--- src/rtl/xc_malu_issue.sv ---
`default_nettype none
// xc_malu_issue: issue/writeback sequencer between execute and the multi-cycle MALU.
// Optional random flush fill: define XC_MALU_ISSUE_RNG_FLUSH_EN.
module xc_malu_issue #(
    parameter int MALU_TIMEOUT = 64
) (
    input  logic        clock,
    input  logic        resetn,
    input  logic        req_valid_i,
    output logic        req_ready_o,
    input  logic [3:0]  req_op_i,
    input  logic [4:0]  req_pw_i,
    input  logic        req_hi_i,
    input  logic [31:0] req_rs1_i,
    input  logic [31:0] req_rs2_i,
    input  logic [31:0] req_rs3_i,
    input  logic [4:0]  req_rd_i,
    input  logic        kill_i,
    output logic [31:0] malu_rs1_o,
    output logic [31:0] malu_rs2_o,
    output logic [31:0] malu_rs3_o,
    output logic [13:0] malu_uop_o,
    output logic [4:0]  malu_pw_o,
    output logic        malu_valid_o,
    output logic        malu_flush_o,
    output logic [31:0] malu_flush_data_o,
    input  logic [63:0] malu_result_i,
    input  logic        malu_ready_i,
    output logic        wb_valid_o,
    input  logic        wb_ready_i,
    output logic [4:0]  wb_rd_o,
    output logic [31:0] wb_data_o,
    output logic        busy_o,
    output logic        err_o
);

    localparam logic [2:0] S_IDLE  = 3'd0;
    localparam logic [2:0] S_RUN   = 3'd1;
    localparam logic [2:0] S_WB_LO = 3'd2;
    localparam logic [2:0] S_WB_HI = 3'd3;
    localparam logic [2:0] S_FLUSH = 3'd4;

    localparam int         CW      = (MALU_TIMEOUT > 2) ? $clog2(MALU_TIMEOUT) : 1;
    localparam logic [CW-1:0] WD_LAST = CW'(MALU_TIMEOUT - 1);

    logic [2:0]    state_q, state_d;
    logic [31:0]   rs1_q, rs1_d, rs2_q, rs2_d, rs3_q, rs3_d;
    logic [3:0]    op_q, op_d;
    logic [4:0]    pw_q, pw_d, rd_q, rd_d;
    logic          hi_q, hi_d, err_q, err_d;
    logic [CW-1:0] wdog_q, wdog_d;
    logic [63:0]   result_q, result_d;
    logic          pair_op;

    // macc and mmul produce a register pair
    assign pair_op = (op_q == 4'd12) || (op_q == 4'd13);

    always_comb begin
        state_d  = state_q;
        rs1_d    = rs1_q;
        rs2_d    = rs2_q;
        rs3_d    = rs3_q;
        op_d     = op_q;
        pw_d     = pw_q;
        rd_d     = rd_q;
        hi_d     = hi_q;
        wdog_d   = wdog_q;
        result_d = result_q;
        err_d    = 1'b0;
        case (state_q)
            S_IDLE: begin
                if (req_valid_i && !kill_i) begin
                    if (req_op_i >= 4'd14) begin
                        err_d = 1'b1;
                    end else begin
                        rs1_d   = req_rs1_i;
                        rs2_d   = req_rs2_i;
                        rs3_d   = req_rs3_i;
                        op_d    = req_op_i;
                        pw_d    = req_pw_i;
                        rd_d    = req_rd_i;
                        hi_d    = req_hi_i;
                        wdog_d  = '0;
                        state_d = S_RUN;
                    end
                end
            end
            S_RUN: begin
                wdog_d = wdog_q + 1'b1;
                if (kill_i) begin
                    state_d = S_FLUSH;
                end else if (malu_ready_i) begin
                    result_d = malu_result_i;
                    state_d  = S_WB_LO;
                end else if (wdog_q == WD_LAST) begin
                    err_d   = 1'b1;
                    state_d = S_FLUSH;
                end
            end
            S_WB_LO: begin
                if (kill_i) begin
                    state_d = S_FLUSH;
                end else if (wb_ready_i) begin
                    state_d = pair_op ? S_WB_HI : S_FLUSH;
                end
            end
            S_WB_HI: begin
                if (kill_i || wb_ready_i) begin
                    state_d = S_FLUSH;
                end
            end
            S_FLUSH: state_d = S_IDLE;
            default: state_d = S_IDLE;
        endcase
    end

    always_ff @(posedge clock) begin
        if (!resetn) begin
            state_q  <= S_IDLE;
            rs1_q    <= '0;
            rs2_q    <= '0;
            rs3_q    <= '0;
            op_q     <= '0;
            pw_q     <= '0;
            rd_q     <= '0;
            hi_q     <= 1'b0;
            wdog_q   <= '0;
            result_q <= '0;
            err_q    <= 1'b0;
        end else begin
            state_q  <= state_d;
            rs1_q    <= rs1_d;
            rs2_q    <= rs2_d;
            rs3_q    <= rs3_d;
            op_q     <= op_d;
            pw_q     <= pw_d;
            rd_q     <= rd_d;
            hi_q     <= hi_d;
            wdog_q   <= wdog_d;
            result_q <= result_d;
            err_q    <= err_d;
        end
    end

    assign req_ready_o  = (state_q == S_IDLE) && !kill_i;
    assign busy_o       = (state_q != S_IDLE);
    assign err_o        = err_q;
    assign malu_valid_o = (state_q == S_RUN);
    assign malu_flush_o = (state_q == S_FLUSH);
    assign malu_uop_o   = (state_q == S_RUN) ? (14'd1 << op_q) : 14'd0;
    assign malu_pw_o    = pw_q;
    assign malu_rs1_o   = rs1_q;
    assign malu_rs2_o   = rs2_q;
    assign malu_rs3_o   = rs3_q;

    always_comb begin
        wb_valid_o = 1'b0;
        wb_rd_o    = 5'd0;
        wb_data_o  = 32'd0;
        if (state_q == S_WB_LO) begin
            wb_valid_o = 1'b1;
            wb_rd_o    = pair_op ? {rd_q[4:1], 1'b0} : rd_q;
            wb_data_o  = (!pair_op && hi_q) ? result_q[63:32] : result_q[31:0];
        end else if (state_q == S_WB_HI) begin
            wb_valid_o = 1'b1;
            wb_rd_o    = {rd_q[4:1], 1'b1};
            wb_data_o  = result_q[63:32];
        end
    end

`ifdef XC_MALU_ISSUE_RNG_FLUSH_EN
    // Galois LFSR, x^32 + x^22 + x^2 + x + 1; free-running once out of reset
    logic [31:0] lfsr_q, lfsr_d;

    assign lfsr_d = {1'b0, lfsr_q[31:1]} ^ (lfsr_q[0] ? 32'h8020_0003 : 32'h0);

    always_ff @(posedge clock) begin
        if (!resetn) begin
            lfsr_q <= 32'hACE1_2468;
        end else begin
            lfsr_q <= lfsr_d;
        end
    end

    assign malu_flush_data_o = lfsr_q;
`else
    assign malu_flush_data_o = 32'd0;
`endif

endmodule
`default_nettype wire

--- config.mk ---
export PLATFORM = sky130hd
export DESIGN_NAME = xc_malu_issue
export DESIGN_NICKNAME = d
export VERILOG_FILES = /design/src/rtl/xc_malu_issue.sv
export SDC_FILE = /design/constraint.sdc
export NUM_CORES = 1
export LEC_CHECK = 0
export ABC_AREA = 1
export BUFFER_PORTS_ARGS = -buffer_cell sky130_fd_sc_hd__buf_2
export CAP_MARGIN = 15
export CORE_AREA = 2 2 146 148
export CTS_CLUSTER_SIZE = 12
export DETAILED_ROUTE_END_ITERATION = 8
export DIE_AREA = 0 0 148 150
export GPL_ROUTABILITY_DRIVEN = 0
export PLACE_DENSITY_LB_ADDON = 0.05
export SLEW_MARGIN = 20
export SYNTH_ARGS = -nofsm -noshare
export SYNTH_HDL_FRONTEND = slang
export SYNTH_SLANG_ARGS = --single-unit
--- constraint.sdc ---
create_clock -name clock -period 3.1 [get_ports clock]
set_input_delay 0.62 -clock clock [delete_from_list [all_inputs] [get_ports clock]]
set_output_delay 0.62 -clock clock [all_outputs]
set_load 0.005 [all_outputs]
==> results summary, run 1 <==
The number of CTS-inserted buffers came out at 17. The worst setup path is launched from a flip-flop. The register clock-pin slew on the reported worst setup and hold paths came out at 80 ps. The post-detailed-route count of antenna-violating nets is 0. The depth of the worst register-to-register path came out at 8. The first-pass GRT wire length came out at 36.40 mm. Synthesis instantiated 26 different standard cells from the library. In this run the count of I/O pins placed on the die edge is 371. The path class of the tightest hold or removal check is in -> reg. Between clock sinks in the finished design, the worst skew comes to about 13 ps. The core outline area is 20,690 um2.

After synthesis, the mean cell area works out to 7.239 um2. The area overhead of the layout relative to synthesis came out at 30.53%. The cell total after placement came out at between 1,500 and 2,000. Entering global routing, the biggest net connects approximately 100 pins.

The critical path's most frequent cell is nand2_1. The clock period could shrink to 2696 ps. The share of total power dissipated in the clock network is 0.297.

The share of the clock period used by the worst path is 0.8698. After synthesis, the cell types taking the most area are dfxtp_1 (49%), nor2_1 (19%), o21ai_0 (11%). The most frequent standard cell in the layout excluding fill and tap cells is nor2_1.

The final non-filler cell area is 9817 um2. The number of buffers and inverters on the critical path is 3. The tree is rooted in a clkbuf_16.

In the final routed layout, each cell accounts on average for approximately 15 um. The effective utilization at floorplan came out at 0.3635. The depth of the critical timing path with buffers and inverters included came out at 8. The internal power of the cells totals 0.004629 W. After the last flow step, the layout net total stands at 1,520. The data arrival time of the critical path is 2080 ps. The sequential fraction of the synthesis area came out at 0.4924. The worst hold slack came out at between 400 and 500 ps.

The max-slew violation count is 0. Summing every instance area after synthesis gives 7521 um2. The slowest stage of the critical path is the dfxtp_1 cell. The aggregate global routing overflow is 0.

The Yosys step of the flow raised 0 warnings. The switching power share of the total is 0.3549. The depth of the worst hold-timing path is 3. In this run the power density over the cells is ~730 nW/um2. The number of hold buffers added after CTS was 0. The instance count of the mapped netlist is just over 1,000. Among cell families on the critical path, the largest total delay comes from simple AND/OR/NAND/NOR gates. The data required time of the critical path is approximately 2500 ps. The number of antenna violations at the first check in global routing is 2. The sequential group share of total power is 0.419. The die extent in y is around 150 um. For the pin with the worst max-slew slack, the measured transition is between 700 and 800 ps. Setup violations remaining at the end of the flow were counted as 0.

After the first detailed-routing iteration, the DRC count stood at between 300 and 400. The count of cells in the finished layout, fillers not included, comes to 1,628. Setup repair after global routing left no endpoint under its margin.

The tree built by TritonCTS fans out to 185 sinks. The final hold violation count is 0. The maximum single-stage delay on the critical path came out at roughly 400 ps.

The combined global-route utilization of all metal layers is 0.2078. The number of optimization iterations in the first detailed-route pass is 5. At the later pin of the worst-skew pair, clock insertion delay measures between 400 and 500 ps.

The port buffer count came out at around 340. In the routed layout, each cell is associated on average with a via count of approximately 4.6. The total negative slack for setup checks is 0 ps. The top achievable clock speed is 370.9 MHz. The tool flagged a number of max-cap violations equal to 0. The number of setup buffers added after CTS is 0.

The CTS tree is built. The placement row count is between 50 and 60. Summed over all nets, the half-perimeter wirelength after detailed placement is 16.29 mm. The routed layout has 7,525 vias. The depth of the CTS H-tree is 4. dfxtp_1 takes more of the synthesized area than any other cell. The area after detailed placement came out at just over 9000 um2.

The buffer depth of the longest clock path is 2. The critical path is of the reg -> out type. The maximum fanout along the worst path came out at 22. The share of total power dissipated in combinational logic is 0.284.

The remaining max-slew budget at the tightest pin came out at 0.5329. The die extent in x is 148 um. Of the cells placed in the final design, the portion with a size suffix greater than 1 is 0.2916. The number of cells upsized or downsized after cts came out at 0. The count of unresolved DRC violations after routing is 0. The die footprint is between 20,000 and 25,000 um2. The flop and latch count out of synthesis is 185.

Of the post-synthesis cell area, the dominant cell type holds 0.4924. Leaving out fill and tap cells, the most frequent cells in the layout are nor2_1 (373), buf_2 (337), dfxtp_1 (185). The maximum VDD drop came out at 369.8 uV. For this design the static power due to leakage is ~4.9 nW. STA classifies the critical path endpoint as an output pin. The run finished with clean final reports. The sum of routed wire length over all layers is approximately 24 mm.

Walking the worst path, the cells encountered are inv_1 > nand3_1 > nand2_1 > nand2_1 > buf_12 > nand3_1 > nand2_1 > buf_2. The number of global-route vias before repair came to slightly below 7,000. The switching power is roughly 0.0025 W.
[per-layer routing]
layer  wire length (um)  part of all wire  vias to the layer above  GRT usage
met1              10470              0.44                     3377     0.2691
li1                   -                 -                     3873          -
met4                302             0.013                        0    0.05095
met3               1772             0.075                       18    0.06799
met2              11090              0.47                      257     0.3363
met5                  0                 0                        -          0
[cell families after synthesis]
group,Yosys count,synth area share
AO/OA/AOI/OAI,191,0.1274
buffers and inverters,127,0.09167
flip-flops,185,0.4924
other,1,0.0004986
adder cells (fa/ha/maj),1,0.001663
AND/OR/NAND/NOR,534,0.2863
[Yosys cell counts]
cell type	number
nor2_1	374
dfxtp_1	185
o21ai_0	159
nand3_1	77
nand2_1	68
buf_4	32
clkbuf_1	26
buf_2	22
inv_1	22
o21ai_1	18
a21oi_1	13
buf_1	8
buf_6	8
nor3_1	5
clkbuf_2	4
inv_2	4
nand2_2	2
nand4_1	2
nor2_4	2
or2_2	2
clkinv_1	1
conb_1	1
ha_1	1
nand3_4	1
nor2_2	1
o21bai_1	1
[cell type report]
| cell class | count | area, um2 |
|---|---|---|
| diodes | 2 | 5.005 |
| clock inverters | 13 | 120.1 |
| repair buffers | 349 | 1839 |
| inverters | 27 | 105.1 |
| multi-input cells | 758 | 3247 |
| flip-flops and latches | 185 | 3704 |
| well taps | 275 | 344.1 |
| clock buffers | 19 | 452.9 |
| fillers | 2200 | 10870 |
[final timing paths]
kind | slack (ps) | to | start
setup reg to reg | 1180 | malu_rs3_o[31] | state_q[0]
hold reg to reg | 450 | rd_q[1] | rd_q[1]
hold / removal | 410 | result_q[50] | malu_result_i[50]
setup / recovery | 400 | wb_data_o[0] | op_q[1]
[registers in the layout (all words and copies together) (netlist names)]
| register | flops |
|---|---|
| malu_rs2_o | 32 |
| malu_rs3_o | 32 |
| err_o | 1 |
| rd_q | 5 |
| wdog_q | 6 |
| state_q | 3 |
| malu_rs1_o | 32 |
| op_q | 4 |
| result_q | 64 |
| malu_pw_o | 5 |
| hi_q | 1 |
[power by group through the flow]
stage	Combinational (W)	Sequential [W]	Clock (W)
after detailed placement	0.00207	0.00306	0
after global placement	0.00206	0.00305	0
final	0.00203	0.00301	0.00213
after global routing	0.00231	0.00306	0.00231
after floorplan	0.00124	0.00307	0
after CTS	0.00207	0.00301	0.00221
[tightest hold or removal path: stages]
cell    delay, ps
buf_2          70
nor2_1         30
nor2_1         80
[stage by stage]
stage | total power [W] | setup slack (ps) | util
2_1_floorplan | 0.004303 | 1352 | -
4_1_cts | 0.007281 | 357.9 | 0.4742
6_report | 0.007176 | 403.6 | 0.4745
3_3_place_gp | 0.005107 | 829.0 | 0.4464
3_5_place_dp | 0.005121 | 788.2 | 0.4465
5_1_grt | 0.007676 | 208.7 | 0.4745
Power figures use the tool's default switching activity.
==> run 2: changes to the inputs <==
--- a/config.mk
+++ b/config.mk
@@ -6,7 +6,7 @@
 export NUM_CORES = 1
 export LEC_CHECK = 0
 export ABC_AREA = 1
-export BUFFER_PORTS_ARGS = -buffer_cell sky130_fd_sc_hd__buf_2
+export BUFFER_PORTS_ARGS = -buffer_cell sky130_fd_sc_hd__buf_4
 export CAP_MARGIN = 15
 export CORE_AREA = 2 2 146 148
 export CTS_CLUSTER_SIZE = 12
==> run 2 against run 1 <==
  * Die area unchanged
  * Global-route usage up 0.29 points
  * Sequential power hardly changed
  * Clock power rose by 6%
  * Combinational power up 9.9%
  * Clock skew fell by 7.0 ps
  * Wire length is 2.1% higher
  * Via count about the same
  * First-iteration DRC count rose by 0.30%
  * Critical path depth fell by 2
  * Setup slack better by 140 ps
  * Hold slack better by 1.7 ps
  * Critical path type unchanged
==> results summary, run 2 (synthesis results as in run 1) <==
The worst setup path is captured at an output pin. The clock passes through at most 2 buffers. TritonCTS built the clock tree.

The worst setup slack for register-to-register paths came out at 1140 ps. The area overhead of the layout relative to synthesis came out at 41.69%. The number of antenna violations at the first check in global routing came out at 0. The total of hold buffers inserted after clock tree synthesis is 0. The top achievable clock speed is a little under 400 MHz. The data required time of the critical path came out at between 2000 and 2500 ps. The number of failing setup endpoints in the final timing report is 0. Clock-pin slew was measured on the worst setup and hold paths at around 70 ps.

The die is between 100 and 150 um wide. The routed layout has between 7,000 and 8,000 vias. The total half-perimeter wirelength after legalization and detailed placement is between 15 and 20 mm. The leakage power of the design came out at 5.083 nW.

The clock period minus final worst setup slack is about 2600 ps. The max-slew violation count came out at 0. For the worst flop-to-flop path, the logic depth is 8. The final-stage net count came out at between 1,500 and 2,000.

The aggregate global routing overflow is 0. The number of optimization iterations in the first detailed-route pass is 4. The number of vias per cell is about 4.6. The register ranked first by flip-flop count is result_q. The port buffer count is between 300 and 400. The number of ports placed on the die boundary is 371. The top routing layer in use is met4. The sum of routed wire length over all layers came out at between 20 and 25 mm. The die extent in y is 150 um.

The worst clock skew came out at slightly above 6 ps. The worst register-to-register path begins at state_q[0]. The placement row count is 53. The die footprint is ~22,000 um2. In the detailed route, the total length drawn on met3 is 2.039 mm.

The run finished with clean final reports. The critical register-to-register path endpoint is malu_rs2_o[27]. For this design, the slowest cell found on the critical path is dfxtp_1. The largest single stage delay on the critical path is ~440 ps. Entering global routing, the biggest net connects 77 pins.

The remaining max-slew budget at the tightest pin came out at 0.5365. The depth of the CTS H-tree came out at 4. The root cell of the clock tree is clkbuf_16.

0 antenna diodes ended up in the layout. In the routed design, unresolved DRC markers number 0. The final hold violation count was 0. The number of CTS-inserted buffers is 17. The power density relative to cell area is roughly 700 nW/um2.

The class of the most critical setup path is reg -> out. Walking the worst path, the cells encountered are nor2_2 > nand2_2 > clkinv_1 > nand2_1 > nor2_1 > buf_4. STA classifies the critical path startpoint as a flip-flop. The effective utilization at floorplan is 0.3635. The library cells used most frequently in the layout, excluding fill and tap cells, are nor2_1 (373), buf_4 (349), dfxtp_1 (185). The DRC violation total after the first TritonRoute iteration came out at 334.

The core outline area came out at between 20,000 and 25,000 um2. The post-route total power is 0.007511 W. The total negative slack for setup checks came out at 0 ps.

After detailed routing, the average wire length per cell comes to between 10 and 15 um. The number of buffers added for setup after CTS is 0. The combined global-route utilization of all metal layers came out at 0.2107.

The number of gates resized after CTS was 0. The path with the worst hold slack has its endpoint at result_q[40]. The number of global-route vias before repair is around 6,900.

At the later pin of the worst-skew pair, clock insertion delay measures between 400 and 500 ps. The library cell used most frequently in the layout, excluding fill and tap cells, is nor2_1. Setup repair after global routing left no endpoint under its margin. The data arrival time of the critical path is a little under 2000 ps. The startpoint identified for the worst hold timing path is malu_result_i[40]. The slew of the pin with the lowest slew margin is around 700 ps.

The number of flip-flops under the largest register name came out at 64. The first-pass GRT wire length is 36.90 mm. The area after detailed placement is between 10,000 and 15,000 um2. The share of layout cells above drive strength 1 is 0.2907. The depth of the worst hold-timing path is 3. Once layout is done, the placed cells without fillers occupy 10,660 um2. IR analysis of the VDD net gives a maximum drop of between 400 and 500 uV. The maximum fanout along the worst path came out at 8. The worst hold slack came out at a little over 400 ps.

The length of routed met2 wiring came out at 11.24 mm. The path class of the tightest hold or removal check is in -> reg. After detailed routing, the wire length on met1 is around 10 mm. The reported max-cap violation count came out at 0. The share of the clock period used by the worst path came out at 0.8244. The tree built by TritonCTS fans out to approximately 190 sinks. The post-detailed-route count of antenna-violating nets is 0.
run 2: changes by cell type in the layout (fill, tap and decap cells not counted):
cell	previous run	this run
inv_6	6	4
clkinvlp_4	0	4
clkbuf_8	2	0
clkinv_2	2	1
buf_12	5	2
inv_8	4	0
clkbuf_1	0	2
diode_2	2	0
buf_2	337	0
buf_4	7	349
clkinv_4	2	1
bufinv_16	0	3
run 2: worst max path at each step:
stage                    start             end  slack [ps]  depth (start not counted)
finish              state_q[2]   malu_uop_o[9]         540                          6
global route        state_q[2]  malu_uop_o[11]         380                          6
CTS                 state_q[2]   malu_uop_o[9]         480                          6
detailed placement      kill_i  malu_rs2_o[22]         720                          7
global placement        kill_i  malu_rs2_o[13]         780                          7
floorplan              op_q[1]   wb_data_o[10]        1350                          6
run 2: power breakdown:
group	internal [W]	leakage, nW	switching (W)	total, W
clock	0.00128	0.277	0.000982	0.00226
combinational	0.000930	3.30	0.00130	0.00223
sequential	0.00280	1.51	0.000226	0.00302
run 2: layer usage:
layer / global-route usage / vias up
met5: 0 / -
li1: - / 3858
met2: 0.3431 / 253
met3: 0.07530 / 23
met1: 0.2661 / 3390
met4: 0.05429 / 0
run 2: cell type report:
cell class / count / area (um2)
tap: 275 / 344.1
timing repair buffer: 351 / 2660
multi-input combinational: 758 / 3247
fill: 2133 / 10030
sequential: 185 / 3704
clock inverter: 12 / 163.9
inverter: 27 / 105.1
clock buffer: 19 / 432.9
run 2: worst max-delay path, delay by kind of cell, from the launching register on:
| family | cells | cell delay [ps] |
|---|---|---|
| simple gates | 4 | 630 |
| flops | 1 | 440 |
| buf+inv | 2 | 440 |
run 2: through the flow:
stage / setup slack [ps] / utilization / instances
floorplan: 1352 / - / 1070
global placement: 779.4 / 0.4861 / 1596
detailed placement: 722.3 / 0.4862 / 1596
CTS: 480.4 / 0.5151 / 1627
global route: 377.0 / 0.5151 / 1627
finish: 544.2 / 0.5151 / 1627
==> run 3: changes to the inputs <==
--- a/config.mk
+++ b/config.mk
@@ -5,13 +5,13 @@
 export SDC_FILE = /design/constraint.sdc
 export NUM_CORES = 1
 export LEC_CHECK = 0
-export ABC_AREA = 1
+export ABC_AREA = 0
 export BUFFER_PORTS_ARGS = -buffer_cell sky130_fd_sc_hd__buf_4
 export CAP_MARGIN = 15
-export CORE_AREA = 2 2 146 148
+export CORE_AREA = 2 2 145 147
 export CTS_CLUSTER_SIZE = 12
 export DETAILED_ROUTE_END_ITERATION = 8
-export DIE_AREA = 0 0 148 150
+export DIE_AREA = 0 0 147 149
 export GPL_ROUTABILITY_DRIVEN = 0
 export PLACE_DENSITY_LB_ADDON = 0.05
 export SLEW_MARGIN = 20
==> constraint.sdc (replaced) <==
create_clock -name clock -period 2.2 [get_ports clock]
set_input_delay 0.44 -clock clock [delete_from_list [all_inputs] [get_ports clock]]
set_output_delay 0.44 -clock clock [all_outputs]
set_load 0.005 [all_outputs]
==> run 3 against run 2 <==
  * The flow now finishes with violations (setup timing)
  * Total power up 15%
  * Largest power group unchanged
  * Wire length shrank 0.54%
  * Area after synthesis grew 5.5%
  * Utilization increased by 4.2 points
  * Sequential cell count did not move
  * Die area fell by 1.3%
  * Final cell count shrank 3.6%
  * Non-clock buffer count up 17
  * Global-route usage increased by 0.25 points
  * Clock skew up 7.7 ps
  * Via count fell by 3.4%
  * Combinational power down 20%
==> results summary, run 3 <==
The run finished, with violations left. The final reports fail on setup timing. The top cell types in the final layout, fill and taps aside, are buf_4 (353), nand2_1 (348), dfxtp_1 (182). The portion of synthesized cell area occupied by the leading cell type is 0.4667.

The instance count of the mapped netlist is between 900 and 1,000. The number of global-route vias before repair is slightly below 7,000. The H-tree was split into 4 levels. The switching power is approximately 0.0023 W. IR analysis of the VDD net gives a maximum drop of around 470 uV.

Dividing the final minimum period by the clock period gives 1.054. Clock tree synthesis selected as its root buffer the cell clkbuf_16. After synthesis, the cell types taking the most area are dfxtp_1 (47%), nand2_1 (17%), a21boi_1 (8.5%). The number of antenna violations at the first check in global routing came out at 0. The buffer depth of the longest clock path came out at 2. Hold is met by around 250 ps. The destination of the critical timing path is wb_data_o[16]. From left edge to right edge, the die measures around 150 um. The count of placed standard cells in the final layout, fillers left out is approximately 1,600. Of the total power, combinational logic draws 0.206. In this run the core area contains 53 standard-cell rows. result_q holds more flip-flops than any other register. For the final database, setup skew stands at approximately 14 ps.

The number of different library cells used by synthesis comes to 37. The reported max-cap violation count is 0. The number of enable flip-flop cells after synthesis came out at 0. Tracing the worst setup path back leads to its startpoint at op_q[1].

The data required time of the critical path came out at between 1500 and 2000 ps. The clock latency reported for the late side of the worst-skew pair came out at 430 ps. The area overhead of the layout relative to synthesis is 44.42%. The average footprint of a synthesized cell came out at approximately 8.2 um2.

The internal power of the cells totals ~0.0063 W. The routed design has around 24 mm of wire. The total via count after detailed routing is 7,270. For the pin with the worst max-slew slack, the measured transition is 517.3 ps. Once detail routing completed, the nets flagged for antenna violations numbered 0. Pin placement for this block handled approximately 370 I/O pins. The total number of yosys warnings came out at 0. The top achievable clock speed came out at around 430 MHz. The cell with the most instances after synthesis is nand2_1.

The pin count of the biggest net entering global routing came out at 90. The count of unresolved DRC violations after routing is 0. TritonCTS built the clock tree.

After synthesis, the most frequently instantiated cells are nand2_1 (350), dfxtp_1 (185), a21boi_1 (90), a21boi_0 (82), nor2_1 (48). The part of the total power dissipated in the clock network is 0.368. Headroom to the max-slew limit came out at 0.6551. The final hold violation count was 0.

The power density relative to cell area is between 700 and 800 nW/um2. The tree built by TritonCTS fans out to roughly 190 sinks. The biggest area consumer among synthesized cells is dfxtp_1. The combined global-route utilization of all metal layers came out at 0.2132. The data arrival time of the critical path is 1880 ps.

The DRC violation total after the first TritonRoute iteration came out at ~290. The number of flip-flops under the largest register name came out at 64. The die footprint came out at about 22,000 um2. The synthesized cell area is 7935 um2. STA classifies the critical path startpoint as a flip-flop. The number of CTS-inserted buffers came out at 17. The critical path is of the reg -> out type. The class of the worst hold path is in -> reg. The flop and latch count out of synthesis came out at 185.

The switching power share of the total is 0.2691. The routed design could run at a clock period as short as between 2000 and 2500 ps. The leakage power of the design came out at between 4 and 5 nW. The post-layout utilization of the core came out at 0.5575. The area after detailed placement came out at 10,620 um2. The aggregate global routing overflow came out at 0. In this run the critical register-to-register path is captured at malu_rs3_o[9]. For this configuration, the core starts out at a cell density of 0.3860. The worst register-to-register path begins at state_q[1]. Of all nets on the critical path, the largest fanout is 8.

0 antenna diodes ended up in the layout. The post-synthesis async set-or-reset flop share is 0. The die extent in y came out at around 150 um. The share of layout cells above drive strength 1 came out at 0.3331. The number of vias per cell is approximately 4.6. The cell total after placement is between 1,500 and 2,000. The max-slew violation count was 0. For this run, the post-layout net count is 1,465. The sequential fraction of the synthesis area is 0.4667. The port buffer count came out at roughly 340. The most used flip-flop cell after synthesis is dfxtp_1. The register clock-pin slew on the reported worst setup and hold paths came out at about 70 ps. The number of optimization iterations in the first detailed-route pass is 7. The sequential group share of total power is 0.426. Setup violations remaining at the end of the flow were counted as 36. The final setup slack of the worst path is -118.9 ps. The worst setup slack for register-to-register paths came out at 230 ps. The first-pass GRT wire length is roughly 37 mm. The depth of the worst register-to-register path is 6. The library cell used most frequently in the layout, excluding fill and tap cells, is buf_4. The worst setup path is captured at an output pin. The post-route total power came out at 0.008617 W. The detail-routed net length per standard cell is between 15 and 20 um. Summed over all nets, the half-perimeter wirelength after detailed placement is between 15 and 20 mm. The final non-filler cell area is about 11,000 um2. The floorplan step defined a core boundary enclosing approximately 20,000 um2.

Setup repair after global routing could not meet its margin everywhere.
-- run 3: cell count changes after synthesis, sizes merged, moves of 7 or more --
cell and delta:
mux2i +33, nand3 -69, o21ai -172, or3 +7, nand2 +280, buf -10
a21boi +172, inv -23, clkbuf +10, nor2 -329
-- run 3: worst max-delay path, stage by stage, from the launching register on --
cell and delay, ps:
dfxtp_1 300, nand3b_1 220, a21oi_4 230, buf_4 150, buf_12 140, mux2i_2 220, nor2_1 60, buf_4 140
-- run 3: metal layers --
layer	track usage	up-vias	share of wire
met5	0	-	0
met4	0.05529	0	0.016
met3	0.08073	19	0.083
met2	0.3566	220	0.49
met1	0.2600	3317	0.42
li1	-	3714	-
-- run 3: layout make-up --
class | count | area [um2]
multi-input cells | 707 | 3850
clock inverters | 12 | 162.7
fillers | 2030 | 9097
inverters | 4 | 20.02
repair buffers | 368 | 2937
clock buffers | 18 | 439.2
well taps | 275 | 344.1
flip-flops and latches | 185 | 3707
-- run 3: metrics by stage --
stage	setup TNS (ps)	setup slack (ps)
2_1_floorplan	0	267.4
4_1_cts	-3616	-132.1
3_5_place_dp	0	193.9
3_3_place_gp	0	219.5
6_report	-3324	-118.9
5_1_grt	-6413	-212.1
-- run 3: worst min-delay path by stage --
stage,depth (start not counted),startpoint,to,slack (ps)
global placement,2,rd_q[2],rd_q[2],440
global route,3,req_rs1_i[7],malu_rs1_o[7],240
CTS,3,req_rs1_i[7],malu_rs1_o[7],240
detailed placement,2,rd_q[3],rd_q[3],440
finish,3,req_rs1_i[13],malu_rs1_o[13],250
floorplan,2,rd_q[1],rd_q[1],430
-- run 3: logic make-up after synthesis --
| logic type | after synthesis | share of synthesized area |
|---|---|---|
| simple gates | 445 | 0.2261 |
| other cells | 1 | 0.0004726 |
| compound gates | 196 | 0.1851 |
| mux | 33 | 0.04163 |
| fa+ha+maj | 1 | 0.001577 |
| buf+inv | 104 | 0.07837 |
| flops | 185 | 0.4667 |
-- run 3: power by group through the flow --
stage / logic, W / clock network [W] / registers [W]
after floorplan: 0.000886 / 0 / 0.00374
after global placement: 0.00159 / 0 / 0.00374
after detailed placement: 0.00159 / 0 / 0.00374
after CTS: 0.00173 / 0.00326 / 0.00367
after global routing: 0.00194 / 0.00339 / 0.00369
final: 0.00178 / 0.00317 / 0.00367
-- run 3: timing repair --
action,CTS,global route
endpoints found under the hold margin,0,0
setup endpoints to repair,46,42
resized for setup,13,23
pin swaps,2,2
cloned,2,1
setup buffers,5,5
hold buffers,0,0
